**config.mk**
```make
export PLATFORM = sky130hd
export DESIGN_NAME = axi_lite_master_flat
export DESIGN_NICKNAME = d
export VERILOG_FILES = /design/src/rtl/axi_lite_pkg.sv /design/src/rtl/axi_bus_intf.sv /design/src/rtl/axi_lite_master.sv /design/src/flat_wrapper.sv
export SDC_FILE = /design/constraint.sdc
export NUM_CORES = 1
export LEC_CHECK = 0
export BUFFER_PORTS_ARGS = -buffer_cell sky130_fd_sc_hd__buf_2
export CAP_MARGIN = 20
export CORE_AREA = 2 2 231 233
export DETAILED_ROUTE_END_ITERATION = 6
export DIE_AREA = 0 0 233 235
export HOLD_SLACK_MARGIN = 0.12
export PLACE_DENSITY = 0.51
export SLEW_MARGIN = 20
export SYNTH_ARGS = -nofsm -noshare
export SYNTH_HDL_FRONTEND = slang
export SYNTH_SLANG_ARGS = --single-unit
```
**constraint.sdc**
```tcl
create_clock -name clk_i -period 2.8 [get_ports clk_i]
set_clock_uncertainty 0.2 [all_clocks]
set_input_delay 0.56 -clock clk_i [delete_from_list [all_inputs] [get_ports clk_i]]
set_output_delay 0.56 -clock clk_i [all_outputs]
set_load 0.01 [all_outputs]
```
**src/rtl/axi_lite_pkg.sv**
```systemverilog
// Shared types and constants for the AXI4-Lite initiator: FSM state encoding,
// AXI response/burst codes and the beat-size helper.
package axi_lite_pkg;

    typedef enum logic [2:0] {
        IDLE  = 3'd0,
        WR    = 3'd1,
        WR_B  = 3'd2,
        RD_AR = 3'd3,
        RD_R  = 3'd4
    } state_e;

    localparam logic [1:0] RESP_OKAY   = 2'b00;
    localparam logic [1:0] RESP_SLVERR = 2'b10;
    localparam logic [1:0] BURST_INCR  = 2'b01;

    function automatic logic [2:0] axi_size(input int unsigned data_width);
        return 3'($clog2(data_width / 8));
    endfunction

endpackage

```
**src/rtl/axi_bus_intf.sv**
```systemverilog
// AXI4 bus bundle used by the initiator; only the AXI4-Lite subset is exercised,
// burst fields are carried so the bus plugs into full-AXI fabric unchanged.
interface AXI_BUS #(
    parameter int unsigned AXI_ADDR_WIDTH = 64,
    parameter int unsigned AXI_DATA_WIDTH = 64,
    parameter int unsigned AXI_ID_WIDTH   = 10,
    parameter int unsigned AXI_USER_WIDTH = 1
);
    localparam int unsigned AXI_STRB_WIDTH = AXI_DATA_WIDTH / 8;

    logic [AXI_ID_WIDTH-1:0]   aw_id;
    logic [AXI_ADDR_WIDTH-1:0] aw_addr;
    logic [7:0]                aw_len;
    logic [2:0]                aw_size;
    logic [1:0]                aw_burst;
    logic                      aw_lock;
    logic [3:0]                aw_cache;
    logic [2:0]                aw_prot;
    logic [3:0]                aw_qos;
    logic [3:0]                aw_region;
    logic [AXI_USER_WIDTH-1:0] aw_user;
    logic                      aw_valid;
    logic                      aw_ready;

    logic [AXI_DATA_WIDTH-1:0] w_data;
    logic [AXI_STRB_WIDTH-1:0] w_strb;
    logic                      w_last;
    logic [AXI_USER_WIDTH-1:0] w_user;
    logic                      w_valid;
    logic                      w_ready;

    logic [AXI_ID_WIDTH-1:0]   b_id;
    logic [1:0]                b_resp;
    logic [AXI_USER_WIDTH-1:0] b_user;
    logic                      b_valid;
    logic                      b_ready;

    logic [AXI_ID_WIDTH-1:0]   ar_id;
    logic [AXI_ADDR_WIDTH-1:0] ar_addr;
    logic [7:0]                ar_len;
    logic [2:0]                ar_size;
    logic [1:0]                ar_burst;
    logic                      ar_lock;
    logic [3:0]                ar_cache;
    logic [2:0]                ar_prot;
    logic [3:0]                ar_qos;
    logic [3:0]                ar_region;
    logic [AXI_USER_WIDTH-1:0] ar_user;
    logic                      ar_valid;
    logic                      ar_ready;

    logic [AXI_ID_WIDTH-1:0]   r_id;
    logic [AXI_DATA_WIDTH-1:0] r_data;
    logic [1:0]                r_resp;
    logic                      r_last;
    logic [AXI_USER_WIDTH-1:0] r_user;
    logic                      r_valid;
    logic                      r_ready;

    modport Master (
        output aw_id, aw_addr, aw_len, aw_size, aw_burst, aw_lock, aw_cache, aw_prot,
               aw_qos, aw_region, aw_user, aw_valid,
        input  aw_ready,
        output w_data, w_strb, w_last, w_user, w_valid,
        input  w_ready,
        input  b_id, b_resp, b_user, b_valid,
        output b_ready,
        output ar_id, ar_addr, ar_len, ar_size, ar_burst, ar_lock, ar_cache, ar_prot,
               ar_qos, ar_region, ar_user, ar_valid,
        input  ar_ready,
        input  r_id, r_data, r_resp, r_last, r_user, r_valid,
        output r_ready
    );

    modport Slave (
        input  aw_id, aw_addr, aw_len, aw_size, aw_burst, aw_lock, aw_cache, aw_prot,
               aw_qos, aw_region, aw_user, aw_valid,
        output aw_ready,
        input  w_data, w_strb, w_last, w_user, w_valid,
        output w_ready,
        output b_id, b_resp, b_user, b_valid,
        input  b_ready,
        input  ar_id, ar_addr, ar_len, ar_size, ar_burst, ar_lock, ar_cache, ar_prot,
               ar_qos, ar_region, ar_user, ar_valid,
        output ar_ready,
        output r_id, r_data, r_resp, r_last, r_user, r_valid,
        input  r_ready
    );

endinterface

```
**src/rtl/axi_lite_master.sv**
```systemverilog
// Single-outstanding req/gnt port to AXI4-Lite initiator; optional response timeout via AXI_LITE_MASTER_TIMEOUT_EN.
// Zero-wait slave: write AW/W at T+1, read AR at T+1, rvalid_o one cycle after B/R; gnt_o held low while busy.
module axi_lite_master
    import axi_lite_pkg::*;
#(
    parameter int unsigned AXI_ADDR_WIDTH = 64,
    parameter int unsigned AXI_DATA_WIDTH = 64,
    parameter int unsigned AXI_ID_WIDTH   = 10,
    parameter int unsigned AXI_ID         = 0,
    parameter int unsigned TIMEOUT_CYCLES = 1024
) (
    input  logic                          clk_i,
    input  logic                          rst_ni,
    AXI_BUS.Master                        master,
    input  logic                          req_i,
    output logic                          gnt_o,
    input  logic                          we_i,
    input  logic [AXI_ADDR_WIDTH-1:0]     addr_i,
    input  logic [AXI_DATA_WIDTH-1:0]     wdata_i,
    input  logic [AXI_DATA_WIDTH/8-1:0]   wstrb_i,
    output logic                          rvalid_o,
    output logic [AXI_DATA_WIDTH-1:0]     rdata_o,
    output logic                          err_o
);

    state_e                        state;
    logic                          aw_done;
    logic                          w_done;
    logic [AXI_ADDR_WIDTH-1:0]     addr_q;
    logic [AXI_DATA_WIDTH-1:0]     wdata_q;
    logic [AXI_DATA_WIDTH/8-1:0]   wstrb_q;
    logic                          aw_hs;
    logic                          w_hs;
    logic                          rsp_hs;
    logic                          orphan;
    logic                          expire;

    assign gnt_o  = req_i && (state == IDLE);
    assign aw_hs  = master.aw_valid && master.aw_ready;
    assign w_hs   = master.w_valid && master.w_ready;
    assign rsp_hs = ((state == WR_B) && master.b_valid) || ((state == RD_R) && master.r_valid);

    assign master.aw_id     = AXI_ID_WIDTH'(AXI_ID);
    assign master.aw_addr   = addr_q;
    assign master.aw_len    = '0;
    assign master.aw_size   = axi_size(AXI_DATA_WIDTH);
    assign master.aw_burst  = BURST_INCR;
    assign master.aw_lock   = 1'b0;
    assign master.aw_cache  = '0;
    assign master.aw_prot   = '0;
    assign master.aw_qos    = '0;
    assign master.aw_region = '0;
    assign master.aw_user   = '0;
    assign master.aw_valid  = (state == WR) && !aw_done;

    assign master.w_data    = wdata_q;
    assign master.w_strb    = wstrb_q;
    assign master.w_last    = 1'b1;
    assign master.w_user    = '0;
    assign master.w_valid   = (state == WR) && !w_done;

    assign master.b_ready   = (state == WR_B);

    assign master.ar_id     = AXI_ID_WIDTH'(AXI_ID);
    assign master.ar_addr   = addr_q;
    assign master.ar_len    = '0;
    assign master.ar_size   = axi_size(AXI_DATA_WIDTH);
    assign master.ar_burst  = BURST_INCR;
    assign master.ar_lock   = 1'b0;
    assign master.ar_cache  = '0;
    assign master.ar_prot   = '0;
    assign master.ar_qos    = '0;
    assign master.ar_region = '0;
    assign master.ar_user   = '0;
    assign master.ar_valid  = (state == RD_AR);

    assign master.r_ready   = (state == RD_R);

`ifdef AXI_LITE_MASTER_TIMEOUT_EN
    localparam int unsigned CNT_W = $clog2(TIMEOUT_CYCLES) + 1;
    logic [CNT_W-1:0] tmo_cnt;

    // A response landing in the expiry cycle takes priority over the timeout.
    assign expire = (state != IDLE) && !orphan && !rsp_hs &&
                    (tmo_cnt == CNT_W'(TIMEOUT_CYCLES - 1));

    always_ff @(posedge clk_i or negedge rst_ni) begin
        if (!rst_ni) begin
            tmo_cnt <= '0;
            orphan  <= 1'b0;
        end else if (state == IDLE) begin
            orphan  <= 1'b0;
            tmo_cnt <= gnt_o ? CNT_W'(1) : '0;
        end else begin
            if (!orphan) tmo_cnt <= tmo_cnt + CNT_W'(1);
            if (expire)  orphan  <= 1'b1;
        end
    end
`else
    assign orphan = 1'b0;
    assign expire = 1'b0;
`endif

    always_ff @(posedge clk_i or negedge rst_ni) begin
        if (!rst_ni) begin
            state    <= IDLE;
            aw_done  <= 1'b0;
            w_done   <= 1'b0;
            addr_q   <= '0;
            wdata_q  <= '0;
            wstrb_q  <= '0;
            rvalid_o <= 1'b0;
            rdata_o  <= '0;
            err_o    <= 1'b0;
        end else begin
            rvalid_o <= 1'b0;
            if (expire) begin
                rvalid_o <= 1'b1;
                rdata_o  <= '0;
                err_o    <= 1'b1;
            end
            case (state)
                IDLE: if (req_i) begin
                    addr_q  <= addr_i;
                    wdata_q <= wdata_i;
                    wstrb_q <= wstrb_i;
                    aw_done <= 1'b0;
                    w_done  <= 1'b0;
                    state   <= we_i ? WR : RD_AR;
                end
                WR: begin
                    aw_done <= aw_done | aw_hs;
                    w_done  <= w_done | w_hs;
                    if ((aw_done | aw_hs) && (w_done | w_hs)) state <= WR_B;
                end
                WR_B: if (master.b_valid) begin
                    state <= IDLE;
                    // After a timeout the late response is drained without a second pulse.
                    if (!orphan) begin
                        rvalid_o <= 1'b1;
                        rdata_o  <= '0;
                        err_o    <= master.b_resp[1];
                    end
                end
                RD_AR: if (master.ar_ready) state <= RD_R;
                RD_R: if (master.r_valid) begin
                    state <= IDLE;
                    if (!orphan) begin
                        rvalid_o <= 1'b1;
                        rdata_o  <= master.r_data;
                        err_o    <= master.r_resp[1];
                    end
                end
                default: state <= IDLE;
            endcase
        end
    end

endmodule

```
**src/flat_wrapper.sv**
```systemverilog
// flat-port wrapper written by rule: the top's interface ports become plain ports
module axi_lite_master_flat import axi_lite_pkg::*;
#(
    parameter int unsigned AXI_ADDR_WIDTH = 64,
    parameter int unsigned AXI_DATA_WIDTH = 64,
    parameter int unsigned AXI_ID_WIDTH   = 10,
    parameter int unsigned AXI_ID         = 0,
    parameter int unsigned TIMEOUT_CYCLES = 1024
)
  (clk_i, rst_ni, req_i, gnt_o, we_i, addr_i, wdata_i, wstrb_i, rvalid_o, rdata_o, err_o, master_aw_id, master_aw_addr, master_aw_len, master_aw_size, master_aw_burst, master_aw_lock, master_aw_cache, master_aw_prot, master_aw_qos, master_aw_region, master_aw_user, master_aw_valid, master_aw_ready, master_w_data, master_w_strb, master_w_last, master_w_user, master_w_valid, master_w_ready, master_b_id, master_b_resp, master_b_user, master_b_valid, master_b_ready, master_ar_id, master_ar_addr, master_ar_len, master_ar_size, master_ar_burst, master_ar_lock, master_ar_cache, master_ar_prot, master_ar_qos, master_ar_region, master_ar_user, master_ar_valid, master_ar_ready, master_r_id, master_r_data, master_r_resp, master_r_last, master_r_user, master_r_valid, master_r_ready);
  AXI_BUS #(.AXI_ADDR_WIDTH(AXI_ADDR_WIDTH), .AXI_DATA_WIDTH(AXI_DATA_WIDTH), .AXI_ID_WIDTH(AXI_ID_WIDTH), .AXI_USER_WIDTH(1)) master_i ();
  input  logic clk_i;
  input  logic rst_ni;
  input  logic req_i;
  output logic gnt_o;
  input  logic we_i;
  input  logic [AXI_ADDR_WIDTH-1:0] addr_i;
  input  logic [AXI_DATA_WIDTH-1:0] wdata_i;
  input  logic [AXI_DATA_WIDTH/8-1:0] wstrb_i;
  output logic rvalid_o;
  output logic [AXI_DATA_WIDTH-1:0] rdata_o;
  output logic err_o;
  output wire logic [$bits(master_i.aw_id)-1:0] master_aw_id;
  output wire logic [$bits(master_i.aw_addr)-1:0] master_aw_addr;
  output wire logic [$bits(master_i.aw_len)-1:0] master_aw_len;
  output wire logic [$bits(master_i.aw_size)-1:0] master_aw_size;
  output wire logic [$bits(master_i.aw_burst)-1:0] master_aw_burst;
  output wire logic [$bits(master_i.aw_lock)-1:0] master_aw_lock;
  output wire logic [$bits(master_i.aw_cache)-1:0] master_aw_cache;
  output wire logic [$bits(master_i.aw_prot)-1:0] master_aw_prot;
  output wire logic [$bits(master_i.aw_qos)-1:0] master_aw_qos;
  output wire logic [$bits(master_i.aw_region)-1:0] master_aw_region;
  output wire logic [$bits(master_i.aw_user)-1:0] master_aw_user;
  output wire logic [$bits(master_i.aw_valid)-1:0] master_aw_valid;
  input wire logic [$bits(master_i.aw_ready)-1:0] master_aw_ready;
  output wire logic [$bits(master_i.w_data)-1:0] master_w_data;
  output wire logic [$bits(master_i.w_strb)-1:0] master_w_strb;
  output wire logic [$bits(master_i.w_last)-1:0] master_w_last;
  output wire logic [$bits(master_i.w_user)-1:0] master_w_user;
  output wire logic [$bits(master_i.w_valid)-1:0] master_w_valid;
  input wire logic [$bits(master_i.w_ready)-1:0] master_w_ready;
  input wire logic [$bits(master_i.b_id)-1:0] master_b_id;
  input wire logic [$bits(master_i.b_resp)-1:0] master_b_resp;
  input wire logic [$bits(master_i.b_user)-1:0] master_b_user;
  input wire logic [$bits(master_i.b_valid)-1:0] master_b_valid;
  output wire logic [$bits(master_i.b_ready)-1:0] master_b_ready;
  output wire logic [$bits(master_i.ar_id)-1:0] master_ar_id;
  output wire logic [$bits(master_i.ar_addr)-1:0] master_ar_addr;
  output wire logic [$bits(master_i.ar_len)-1:0] master_ar_len;
  output wire logic [$bits(master_i.ar_size)-1:0] master_ar_size;
  output wire logic [$bits(master_i.ar_burst)-1:0] master_ar_burst;
  output wire logic [$bits(master_i.ar_lock)-1:0] master_ar_lock;
  output wire logic [$bits(master_i.ar_cache)-1:0] master_ar_cache;
  output wire logic [$bits(master_i.ar_prot)-1:0] master_ar_prot;
  output wire logic [$bits(master_i.ar_qos)-1:0] master_ar_qos;
  output wire logic [$bits(master_i.ar_region)-1:0] master_ar_region;
  output wire logic [$bits(master_i.ar_user)-1:0] master_ar_user;
  output wire logic [$bits(master_i.ar_valid)-1:0] master_ar_valid;
  input wire logic [$bits(master_i.ar_ready)-1:0] master_ar_ready;
  input wire logic [$bits(master_i.r_id)-1:0] master_r_id;
  input wire logic [$bits(master_i.r_data)-1:0] master_r_data;
  input wire logic [$bits(master_i.r_resp)-1:0] master_r_resp;
  input wire logic [$bits(master_i.r_last)-1:0] master_r_last;
  input wire logic [$bits(master_i.r_user)-1:0] master_r_user;
  input wire logic [$bits(master_i.r_valid)-1:0] master_r_valid;
  output wire logic [$bits(master_i.r_ready)-1:0] master_r_ready;
  assign master_aw_id = master_i.aw_id;
  assign master_aw_addr = master_i.aw_addr;
  assign master_aw_len = master_i.aw_len;
  assign master_aw_size = master_i.aw_size;
  assign master_aw_burst = master_i.aw_burst;
  assign master_aw_lock = master_i.aw_lock;
  assign master_aw_cache = master_i.aw_cache;
  assign master_aw_prot = master_i.aw_prot;
  assign master_aw_qos = master_i.aw_qos;
  assign master_aw_region = master_i.aw_region;
  assign master_aw_user = master_i.aw_user;
  assign master_aw_valid = master_i.aw_valid;
  assign master_i.aw_ready = master_aw_ready;
  assign master_w_data = master_i.w_data;
  assign master_w_strb = master_i.w_strb;
  assign master_w_last = master_i.w_last;
  assign master_w_user = master_i.w_user;
  assign master_w_valid = master_i.w_valid;
  assign master_i.w_ready = master_w_ready;
  assign master_i.b_id = master_b_id;
  assign master_i.b_resp = master_b_resp;
  assign master_i.b_user = master_b_user;
  assign master_i.b_valid = master_b_valid;
  assign master_b_ready = master_i.b_ready;
  assign master_ar_id = master_i.ar_id;
  assign master_ar_addr = master_i.ar_addr;
  assign master_ar_len = master_i.ar_len;
  assign master_ar_size = master_i.ar_size;
  assign master_ar_burst = master_i.ar_burst;
  assign master_ar_lock = master_i.ar_lock;
  assign master_ar_cache = master_i.ar_cache;
  assign master_ar_prot = master_i.ar_prot;
  assign master_ar_qos = master_i.ar_qos;
  assign master_ar_region = master_i.ar_region;
  assign master_ar_user = master_i.ar_user;
  assign master_ar_valid = master_i.ar_valid;
  assign master_i.ar_ready = master_ar_ready;
  assign master_i.r_id = master_r_id;
  assign master_i.r_data = master_r_data;
  assign master_i.r_resp = master_r_resp;
  assign master_i.r_last = master_r_last;
  assign master_i.r_user = master_r_user;
  assign master_i.r_valid = master_r_valid;
  assign master_r_ready = master_i.r_ready;
  axi_lite_master #(.AXI_ADDR_WIDTH(AXI_ADDR_WIDTH), .AXI_DATA_WIDTH(AXI_DATA_WIDTH), .AXI_ID_WIDTH(AXI_ID_WIDTH), .AXI_ID(AXI_ID), .TIMEOUT_CYCLES(TIMEOUT_CYCLES)) u_core (.clk_i(clk_i), .rst_ni(rst_ni), .master(master_i), .req_i(req_i), .gnt_o(gnt_o), .we_i(we_i), .addr_i(addr_i), .wdata_i(wdata_i), .wstrb_i(wstrb_i), .rvalid_o(rvalid_o), .rdata_o(rdata_o), .err_o(err_o));
endmodule
```
Word-level counts from Yosys, hierarchy flattened
Cells that the tools add are included.

storage, ports and cells
  bits in registers = 207
  word-level logic and storage cells = 54
  output and inout bits = 354

cells by class
  muxes and demuxes = 19
  reduce and logical (&&, ||, !) cells = 15
  bitwise logic cells = 2
  equality and inequality tests = 9

operator list
  operator                                                         count
  64-bit two-way mux                                               2
  64-bit case mux with 2 select lines                              1
  3-bit two-way mux                                                5
  3-bit case mux with 5 select lines                               1
  2-bit != test, second input constant                             4
  1-bit case mux with 2 select lines                               4
  3-bit by 2-bit == test with 1-bit output, second input constant  2
  1-bit logical AND                                                6
  1-bit two-way mux                                                5
  5-bit AND reduction                                              1
  2-bit AND reduction                                              2
  2-bit nonzero test                                               2
  3-bit by 1-bit == test with 1-bit output, second input constant  1
  3-bit == test, second input constant                             1
  3-bit logical NOT                                                1
  3-bit AND reduction                                              1
  1-bit logical NOT                                                2
  2-bit two-way mux                                                1
  2-bit by 1-bit != test with 1-bit output, second input constant  1
  1-bit bitwise OR                                                 2

Longest topological paths before layout
Gate-level depths: netlist of run 1.

  depth after elaboration = 7
  mapped depth = 6
  mapped depth without buffers = 3

Worst setup path after synthesis of run 1
Ideal clock, no wire load.

  path kind = input port to flip-flop
  from = input port req_i
  to = register u_core.addr_q[0] (netlist: u_core.master.ar_addr[0])
  data required time = 2.475 ns
  cell stages on the path = 4
  slack = 1.012 ns
  library setup time = 0.125 ns
  arrival time = 1.463 ns
  path through = nor4b_4 > buf_4 > buf_6 > mux2_2

between the ends
  word-level cells in the longest chain between the ends = 1

RTL lines
  item                                  RTL line                text
  start: declaration                    flat_wrapper.sv:14      input logic req_i;
  2-bit AND reduction (no source line)  --
  end signal: assignment                axi_lite_master.sv:124  addr_q <= addr_i;
  end: declaration                      axi_lite_master.sv:29   logic [AXI_ADDR_WIDTH-1:0] addr_q;

No other way between the ends.
A chain may end at the register's enable or synchronous reset.

Worst setup path in the final report of run 1
  from = register u_core.state[0]
  to = output port gnt_o

between the ends
  word-level cells in the longest chain between the ends = 2

RTL lines
  item                      RTL line                text
  start: declaration        axi_lite_master.sv:26   state_e state;
  start signal: assignment  axi_lite_master.sv:129  state <= we_i ? WR : RD_AR;
  3-bit logical NOT         axi_lite_master.sv:38   assign gnt_o = req_i && (state == IDLE);
  1-bit logical AND         axi_lite_master.sv:38
  end: declaration          flat_wrapper.sv:15      output logic gnt_o;

No other way between the ends.

==> results.yml, run 1 <==
worst_setup_path:
  cp-end-kind: "output port"
  worstPathRequired_ns: 2.04
  r2r_start: "u_core.state[0]$_DFFE_PN0P_"
  cp.arrival_ns: 1.92
  crit_slowest_cell: "dfrtp_1"
  worstReg2RegEnd: "u_core.master.ar_addr[29]$_DFFE_PN0P_"
  startpoint_type: "flip-flop"
  crit_type: "reg2out"
  critical-path-top-delay-family: "flip-flops"
  crit_buf_inv: 2
  cpPeakStageDelay_ns: 0.57
  path_cells: "nor4b_4, buf_12, buf_2"
  reg2reg_depth: 4
  r2r_slack_ns: 0.53
  crit_fanout: 22
finish:
  drive_gt1_share_pct: 49.2
  utilization_pct: 28.5
  fin_cells: 2099
  fin_nets: 1628
  area_delta_synth_final_pct: 57.9
  antenna_cells: 0
run_status:
  outcome: "completed"
floorplanning:
  die_x_um: 233
  start_util_pct: 18.1
  core-area_um2: 52200
  die_height_um: 235
  top_level_ports: 590
  dieArea_um2: 54800
  fp-row-count: 84
clock_tree:
  cts_buffers: 27
  clk_pin_slew_ns: 0.05
  clockBufferDepth: 3
  clock_latency_ns: 0.54
  ctsResizeCount: 0
  h-tree-depth: 1
  tritoncts: "yes"
  root_buffer: "clkbuf_16"
  cts_sinks: 207
pwr:
  swShare_pct: 34.7
  intPower_w: 0.00909
  pwr-share-seq_pct: 35.9
  p_leak_nw: 7.16
  power_per_cell_area_nw_per_um2: 934
  pwr-share-clk_pct: 24.0
  peakVddDrop_mv: 0.506
  switching_power_w: 0.00482
  pwr-share-comb_pct: 40.2
place:
  port_buffers: 482
  place.gp.congestion: 0.756
  dp.cells: 1845
  hpwl_um: 18800
global_routing:
  grt_pass1_vias: 7745
  grt_first_pass_wirelength_um: 40200
  grt_overflow: 0
  antenna_found_initial: 0
  grt_max_degree: 62
  track_usage_pct: 9.02
routing:
  vias: 7344
  post_drt_wl_per_cell_um: 12.4
  drc_errors: 0
  drtIter0Drc: 145
  drt_first_pass_iters: 4
  avgViaCountPerCell: 3.50
  wirelength_um: 26000
  antenna_left: 0
sta:
  rsz0062_at_grt: "no"
  post-route-min-period_ns: 2.68
  final.setup.tns_ns: 0
  fin_crit_sh_pct: 95.7
  max_freq_mhz: 373
  drv_slew: 0
  timing.hold.ws_ns: 0.184
  slew_headroom_pct: 61.9
  worstMarginPinSlew_ns: 0.571
  final-hold-violation-count: 0
  setup_viol: 0
logic_synthesis:
  avgSynthCellArea_um2: 12.6
  yosysTopAreaCellShare_pct: 54.9
  synth_area_leaders: "dfrtp_1, mux2_2, buf_4, mux2i_1, nand2_1"
  syn_area_um2: 9430
  yosysWarnings: 0
  yosysSeqAreaShare_pct: 54.9
  ys_seq_elements: 207
  synthCells: 747
  synth_top_area_cell: "dfrtp_1"
  ys_types: 25
job:
  cap_violations: 0
hold_path:
  hold_path_depth: 3
  min_from: "master_b_resp[1]"
  min_to: "u_core.err_o$_DFFE_PN0P_"
  hold_class: "in2reg"
[power by group through the flow]
stage	logic, W	clock network [W]	registers, W
global placement	0.00540	0	0.00499
CTS	0.00567	0.00349	0.00501
floorplan	0.00324	0	0.00550
detailed placement	0.00544	0	0.00504
global route	0.00607	0.00362	0.00517
finish	0.00559	0.00334	0.00499
[cells by family after synthesis]
logic type	share of synthesized area (%)
AO/OA/AOI/OAI	0.663
AND/OR/NAND/NOR	3.77
other	0.0796
flip-flops	54.9
multiplexers	23.6
buffers and inverters	17.0
[area by class of cell]
| type | instances | area, µm² |
|---|---|---|
| Fill cell | 5344 | 37300 |
| Sequential cell | 207 | 5180 |
| Timing Repair Buffer | 714 | 4770 |
| Multi-Input combinational cell | 377 | 2970 |
| Tap cell | 688 | 861 |
| Clock buffer | 38 | 777 |
| Inverter | 65 | 244 |
| Clock inverter | 10 | 93.8 |
[registers in the layout (all words and copies together), names as in the netlist]
signal                 cells
u_core.aw_done             1
u_core.err_o               1
u_core.master.ar_addr     64
u_core.master.w_data      64
u_core.master.w_strb       8
u_core.rdata_o            64
u_core.rvalid_o            1
u_core.state               3
u_core.w_done              1
[cell usage in the layout (no fill, tap or decap), drive strengths merged, types with 2 or more instances in the layout]
cell type,Yosys,routed
buf,177,507
nor3,2,2
clkbuf,1,39
dlygate4sd3,0,206
nand2b,2,2
nor3b,2,2
nand2,66,66
a21oi,5,5
inv,65,67
conb,2,82
nand3b,2,2
clkinvlp,0,3
mux2,138,138
mux2i,67,67
clkinv,0,4
nor2,3,3
dfrtp,207,207
[worst max path at each step]
stage | start | to | slack (ns) | cells past startpoint
floorplan | req_i | u_core.master.ar_addr[0]$_DFFE_PN0P_ | 1.01 | 4
global placement | u_core.state[0]$_DFFE_PN0P_ | u_core.master.ar_addr[30]$_DFFE_PN0P_ | 0.54 | 4
detailed placement | u_core.state[0]$_DFFE_PN0P_ | u_core.master.ar_addr[30]$_DFFE_PN0P_ | 0.50 | 4
CTS | u_core.state[0]$_DFFE_PN0P_ | gnt_o | 0.04 | 3
global route | u_core.state[0]$_DFFE_PN0P_ | gnt_o | 0.01 | 3
finish | u_core.state[0]$_DFFE_PN0P_ | gnt_o | 0.12 | 3
[cells in the mapped netlist]
master     number
o221a_2         1
buf_4         152
inv_1          65
and3_1          1
mux2i_1        67
or3b_2          1
buf_6          14
conb_1          2
nand3b_1        2
nand2_1        66
dfrtp_1       207
clkbuf_1        1
mux2_2        138
buf_2          11
nor3_1          2
nor3b_1         1
o21ai_0         1
o22ai_1         1
nand2b_1        2
a21oi_1         5
nor4b_4         1
nor3b_2         1
nor2_1          3
a31oi_1         1
o2111ai_1       1
[routing by layer]
layer	vias to the layer above	part of all wire (%)	GRT usage, %
li1	3500	-	-
met1	3491	37	9.27
met2	307	52	17.3
met4	0	2.9	3.30
met5	-	0	0
met3	46	7.5	2.31
[worst register-to-register path, delay by kind of cell (launching register included)]
kind          cells  cell delay [ns]
flops             1             0.57
buf+inv           2             0.53
mux               1             0.45
simple gates      1             0.40
[repair_timing]
| action | CTS | global route |
|---|---|---|
| hold endpoints to repair | 254 | 0 |
| hold buffers | 206 | 0 |
| setup buffers | 0 | 0 |
[through the flow]
step,total power [W],worst slack (ns),cell area (µm²)
floorplan,0.00874,1.01,9730
global placement,0.0104,0.535,12000
detailed placement,0.0105,0.500,12000
CTS,0.0142,0.0435,14900
global route,0.0149,0.0146,14900
finish,0.0139,0.122,14900
Power figures use the tool's default switching activity.
==> run 2: changes to the inputs <==
--- a/config.mk
+++ b/config.mk
@@ -12,6 +12,7 @@
 export DIE_AREA = 0 0 233 235
 export HOLD_SLACK_MARGIN = 0.12
 export PLACE_DENSITY = 0.51
+export SETUP_SLACK_MARGIN = 0.5
 export SLEW_MARGIN = 20
 export SYNTH_ARGS = -nofsm -noshare
 export SYNTH_HDL_FRONTEND = slang
==> results.yml, run 2 (same netlist as run 1, synthesis figures left out) <==
worst_setup_path:
  reg2reg_depth: 5
  cp-end-kind: "output port"
  crit_start: "u_core.state[0]$_DFFE_PN0P_"
  crit_slowest_cell: "dfrtp_2"
  crit_fanout: 2
  r2r_slack_ns: 0.58
  path_cells: "nor4b_4, buf_12, buf_6"
  worstReg2RegEnd: "u_core.master.ar_addr[11]$_DFFE_PN0P_"
  cpPeakStageDelay_ns: 0.42
  startpoint_type: "flip-flop"
  worstPathRequired_ns: 2.04
  r2r_start: "u_core.state[0]$_DFFE_PN0P_"
  cp.arrival_ns: 1.55
  crit_type: "reg2out"
  critPathCapture: "gnt_o"
routing:
  route.met3.wl_um: 1980
  drt_first_pass_iters: 4
  wirelength_um: 26900
  wl_met2_um: 14100
  post_drt_wl_per_cell_um: 12.8
  vias: 7424
  avgViaCountPerCell: 3.52
  drc_errors: 0
  dr.max_layer_used: "met4"
  wirelength_met1_um: 10000
  drtIter0Drc: 147
  antenna_left: 0
finish:
  drive_gt1_share_pct: 50.1
  fin_nets: 1637
  area_delta_synth_final_pct: 59.5
  final_cell_mix: "buf_2, dlygate4sd3_1, dfrtp_1, mux2_2, conb_1"
  antenna_cells: 0
  final.fill_count: 5327
  fin_area_um2: 15000
  fin_cells: 2108
  mostFrequentLayoutCell: "buf_2"
sta:
  final.setup.tns_ns: 0
  slew_headroom_pct: 61.8
  max_freq_mhz: 432
  rsz0062_at_grt: "yes"
  setup_viol: 0
  post-route-min-period_ns: 2.31
  drv_slew: 0
  fin_crit_sh_pct: 82.6
  worstMarginPinSlew_ns: 0.572
  final-hold-violation-count: 0
global_routing:
  grt_first_pass_wirelength_um: 40800
  track_usage_pct: 9.21
  grt_max_degree: 62
  grt_pass1_vias: 7803
  antenna_found_initial: 0
  grt_overflow: 0
pwr:
  peakVddDrop_mv: 0.542
  power_per_cell_area_nw_per_um2: 940
  p_leak_nw: 7.24
run_status:
  outcome: "completed"
clock_tree:
  clockBufferDepth: 3
  clk_pin_slew_ns: 0.05
  cts_sinks: 207
  tritoncts: "yes"
  clock_latency_ns: 0.54
  cts_buffers: 27
  h-tree-depth: 1
  root_buffer: "clkbuf_16"
floorplanning:
  dieArea_um2: 54800
  core-area_um2: 52200
  die_height_um: 235
  top_level_ports: 590
  start_util_pct: 18.1
  die_x_um: 233
  fp-row-count: 84
place:
  port_buffers: 482
  place.gp.congestion: 0.756
  place_area_um2: 12000
  hpwl_um: 18800
  dp.cells: 1845
hold_path:
  hold_path_depth: 3
  hold_class: "in2reg"
job:
  cap_violations: 0
run 2: cell count changes in the layout (fill, tap and decap cells not counted), moves of 2 or more:
cell,before,now
nor3_2,0,2
nor3_1,2,0
dfrtp_2,0,3
dfrtp_1,207,204
buf_6,0,5
buf_4,19,23
run 2: worst max-delay path, delay by kind of cell, from the launching register on:
kind | cells | cell delay, ns
buffers and inverters | 2 | 0.24
DFF | 1 | 0.42
and+or+nand+nor | 1 | 0.35
run 2: where the power goes:
part | leakage (nW) | switching, W | internal (W)
sequential | 2.58 | 0.000724 | 0.00422
combinational | 4.24 | 0.00286 | 0.00300
clock | 0.421 | 0.00132 | 0.00202
run 2: what timing repair did:
item,4_1_cts,5_1_grt
hold endpoints to repair,254,0
gates cloned,1,1
setup endpoints to repair,25,64
hold buffers,205,0
setup buffers,8,0
resized for setup,9,5
pin swaps,2,2
run 2: how the worst min path moves through the flow:
stage                                                    start                                   end
final                                         master_b_resp[1]              u_core.err_o$_DFFE_PN0P_
after CTS                                     master_b_resp[1]              u_core.err_o$_DFFE_PN0P_
after global placement    u_core.master.w_data[37]$_DFFE_PN0P_  u_core.master.w_data[37]$_DFFE_PN0P_
after floorplan                                         rst_ni            u_core.aw_done$_DFFE_PN0P_
after global routing                          master_r_resp[1]              u_core.err_o$_DFFE_PN0P_
after detailed placement   u_core.master.w_data[3]$_DFFE_PN0P_   u_core.master.w_data[3]$_DFFE_PN0P_
run 2: metrics by stage:
stage          hold slack (ns)  total power, W  utilization (%)  worst slack, ns
5_1_grt                  0.164          0.0151             28.8            0.424
6_report                 0.183          0.0141             28.8            0.487
4_1_cts                  0.135          0.0143             28.7            0.432
3_5_place_dp             0.290          0.0105             22.9            0.500
2_1_floorplan           0.0644         0.00874                -             1.01
3_3_place_gp             0.285          0.0104             22.9            0.535
run 2: final cells by class:
type                    count  area (µm²)  area share, %
inverters                  65         244           1.62
multi-input cells         377        2990           19.8
clock inverters            10        93.8          0.624
repair buffers            723        4900           32.6
well taps                 688         861           5.72
clock buffers              38         777           5.16
flip-flops and latches    207        5180           34.5
run 2: layer usage:
metal | track usage (%) | vias to the layer above
li1 | - | 3516
met1 | 9.47 | 3541
met2 | 17.7 | 319
met3 | 2.28 | 48
met4 | 3.34 | 0
met5 | 0 | -
==> run 3: changes to the inputs <==
--- a/config.mk
+++ b/config.mk
@@ -5,13 +5,14 @@
 export SDC_FILE = /design/constraint.sdc
 export NUM_CORES = 1
 export LEC_CHECK = 0
+export ABC_AREA = 1
 export BUFFER_PORTS_ARGS = -buffer_cell sky130_fd_sc_hd__buf_2
 export CAP_MARGIN = 20
-export CORE_AREA = 2 2 231 233
+export CORE_AREA = 2 2 229 231
 export DETAILED_ROUTE_END_ITERATION = 6
-export DIE_AREA = 0 0 233 235
+export DIE_AREA = 0 0 231 233
 export HOLD_SLACK_MARGIN = 0.12
-export PLACE_DENSITY = 0.51
+export PLACE_DENSITY = 0.52
 export SETUP_SLACK_MARGIN = 0.5
 export SLEW_MARGIN = 20
 export SYNTH_ARGS = -nofsm -noshare
==> constraint.sdc (replaced) <==
create_clock -name clk_i -period 2.1 [get_ports clk_i]
set_clock_uncertainty 0.2 [all_clocks]
set_input_delay 0.42 -clock clk_i [delete_from_list [all_inputs] [get_ports clk_i]]
set_output_delay 0.42 -clock clk_i [all_outputs]
set_load 0.01 [all_outputs]
==> results.yml, run 3 <==
place:
  pre_cts_ws_ns: 0.111
  place.gp.congestion: 0.860
  place_area_um2: 11900
  hpwl_um: 22400
  port_buffers: 482
logic_synthesis:
  yosysMostFrequentCell: "nand2_1"
  synth_enable_flop_cells: 0
  avgSynthCellArea_um2: 8.66
  synth_top_area_cell: "dfrtp_1"
  ys_async_sr_fraction_pct: 100
  ys_types: 18
  yosysTopAreaCellShare_pct: 56.1
  ys_seq_elements: 207
  syn_area_um2: 9240
  synth_common_cells: "nand2_1, dfrtp_1, buf_4"
  synth_area_leaders: "dfrtp_1, nand2_1, buf_4, nand3_1, buf_2"
  ys.flop_type: "dfrtp_1"
  synthCells: 1067
  yosysSeqAreaShare_pct: 56.1
  yosysWarnings: 0
worst_setup_path:
  startpoint_type: "flip-flop"
  crit_fanout: 7
  worstPathRequired_ns: 1.48
  cp.arrival_ns: 1.58
  cp-end-kind: "output port"
  crit_type: "reg2out"
  worstReg2RegEnd: "u_core.rdata_o[4]$_DFFE_PN0P_"
  reg2reg_depth: 10
  r2r_slack_ns: 0.04
  r2r_start: "u_core.state[0]$_DFFE_PN0P_"
clock_tree:
  h-tree-depth: 1
  cts_buffers: 26
  clockBufferDepth: 3
  root_buffer: "clkbuf_16"
  tritoncts: "yes"
  cts_sinks: 207
  clock_latency_ns: 0.54
  clk_pin_slew_ns: 0.06
finish:
  final.fill_count: 4972
  mostFrequentLayoutCell: "buf_2"
  fin_area_um2: 19000
  fin_nets: 2127
  drive_gt1_share_pct: 51.5
  area_delta_synth_final_pct: 106
  final_cell_mix: "buf_2, nand2_1, dlygate4sd3_1, dfrtp_1, nand2_2"
pwr:
  power_per_cell_area_nw_per_um2: 1350
  peakVddDrop_mv: 0.732
  p_leak_nw: 10.1
sta:
  drv_slew: 0
  post-route-min-period_ns: 2.20
  max_freq_mhz: 455
  rsz0062_at_grt: "yes"
  final.setup.tns_ns: -0.354
  timing.final.ws_setup_ns: -0.0968
  final-hold-violation-count: 0
  setup_viol: 5
  timing.hold.ws_ns: 0.167
  fin_crit_sh_pct: 105
floorplanning:
  fp-row-count: 83
  die_height_um: 233
  die_x_um: 231
  top_level_ports: 590
  start_util_pct: 18.1
  dieArea_um2: 53800
  core-area_um2: 51100
hold_path:
  hold_path_depth: 7
  min_to: "u_core.state[2]$_DFFE_PN0P_"
  hold_class: "in2reg"
  min_from: "master_ar_ready"
global_routing:
  grt_first_pass_wirelength_um: 57500
  grt_max_degree: 47
  track_usage_pct: 13.7
  grt_pass1_vias: 9923
  grt_overflow: 0
  antenna_found_initial: 0
routing:
  post_drt_wl_per_cell_um: 16.9
  drtIter0Drc: 384
  avgViaCountPerCell: 4.01
  vias: 10400
  wirelength_um: 43700
  drt_first_pass_iters: 5
  antenna_left: 0
  drc_errors: 0
run_status:
  violations: "setup timing"
  outcome: "complete, but fails checks"
job:
  cap_violations: 0
run 3: cell types whose count changed in the layout (fill, tap and decap cells not counted), sizes merged, moves of 3 or more:
cell | before | now
clkinvlp | 3 | 0
nand3 | 0 | 134
mux2 | 138 | 0
nand2 | 66 | 491
mux2i | 67 | 0
inv | 67 | 16
nor2 | 3 | 6
buf | 515 | 699
clkbuf | 40 | 52
run 3: cells by family after synthesis:
logic type / synth area share (%)
buf+inv: 15.6
flops: 56.1
other cells: 0.0813
simple gates: 28.0
compound gates: 0.244
run 3: through the flow:
step / std cells / util, % / power (W)
after floorplan: 1147 / - / 0.0113
final: 2592 / 37.3 / 0.0257
after global routing: 2591 / 37.2 / 0.0270
after global placement: 2136 / 23.2 / 0.0137
after CTS: 2467 / 32.9 / 0.0227
after detailed placement: 2136 / 23.2 / 0.0138
run 3: layout make-up:
cell class / instances / area, µm² / share of cell area, %
diodes: 1 / 2.50 / 0.0131
clock buffers: 40 / 785 / 4.12
clock inverters: 8 / 104 / 0.546
inverters: 13 / 65.1 / 0.342
multi-input cells: 722 / 3720 / 19.6
flip-flops and latches: 207 / 5190 / 27.3
well taps: 680 / 851 / 4.47
repair buffers: 919 / 8280 / 43.5
repair inverters: 2 / 40.0 / 0.210
run 3: how the worst max path moves through the flow:
stage	from	to	slack, ns
after global routing	u_core.state[0]$_DFFE_PN0P_	master_b_ready	-0.16
final	u_core.state[0]$_DFFE_PN0P_	master_b_ready	-0.1
after floorplan	u_core.state[1]$_DFFE_PN0P_	gnt_o	0.43
after global placement	u_core.state[2]$_DFFE_PN0P_	u_core.master.ar_addr[5]$_DFFE_PN0P_	0.15
after detailed placement	u_core.state[2]$_DFFE_PN0P_	u_core.master.ar_addr[0]$_DFFE_PN0P_	0.11
after CTS	u_core.state[2]$_DFFE_PN0P_	gnt_o	-0.16
run 3: report_power, final:
group	switching [W]	internal [W]	total, W
clock	0.00183	0.00282	0.00465
combinational	0.00663	0.00753	0.0142
sequential	0.00131	0.00554	0.00685
total	0.00977	0.0159	0.0257
run 3: timing repair:
| item | CTS | global route |
|---|---|---|
| setup endpoints to repair | 477 | 477 |
| buffers inserted | 43 | 106 |
| hold endpoints to repair | 412 | 0 |
| pin swaps | 49 | 66 |
| gates resized for setup | 227 | 221 |
| gates cloned | 33 | 18 |
| hold buffers | 207 | 0 |
run 3: per-layer routing:
| metal | track usage [%] | up-vias | part of all wire (%) | routed length, µm |
|---|---|---|---|---|
| met5 | 0 | - | 0 | 0 |
| met4 | 5.30 | 0 | 3.2 | 1380 |
| met3 | 2.49 | 84 | 6.2 | 2700 |
| met2 | 23.5 | 426 | 51 | 22200 |
| met1 | 17.0 | 5104 | 40 | 17500 |
| li1 | - | 4779 | - | - |
run 3: critical path, cell delays in order (launching register included):
cell,delay (ns)
dfrtp_2,0.49
buf_6,0.15
nor3_4,0.25
buf_6,0.15
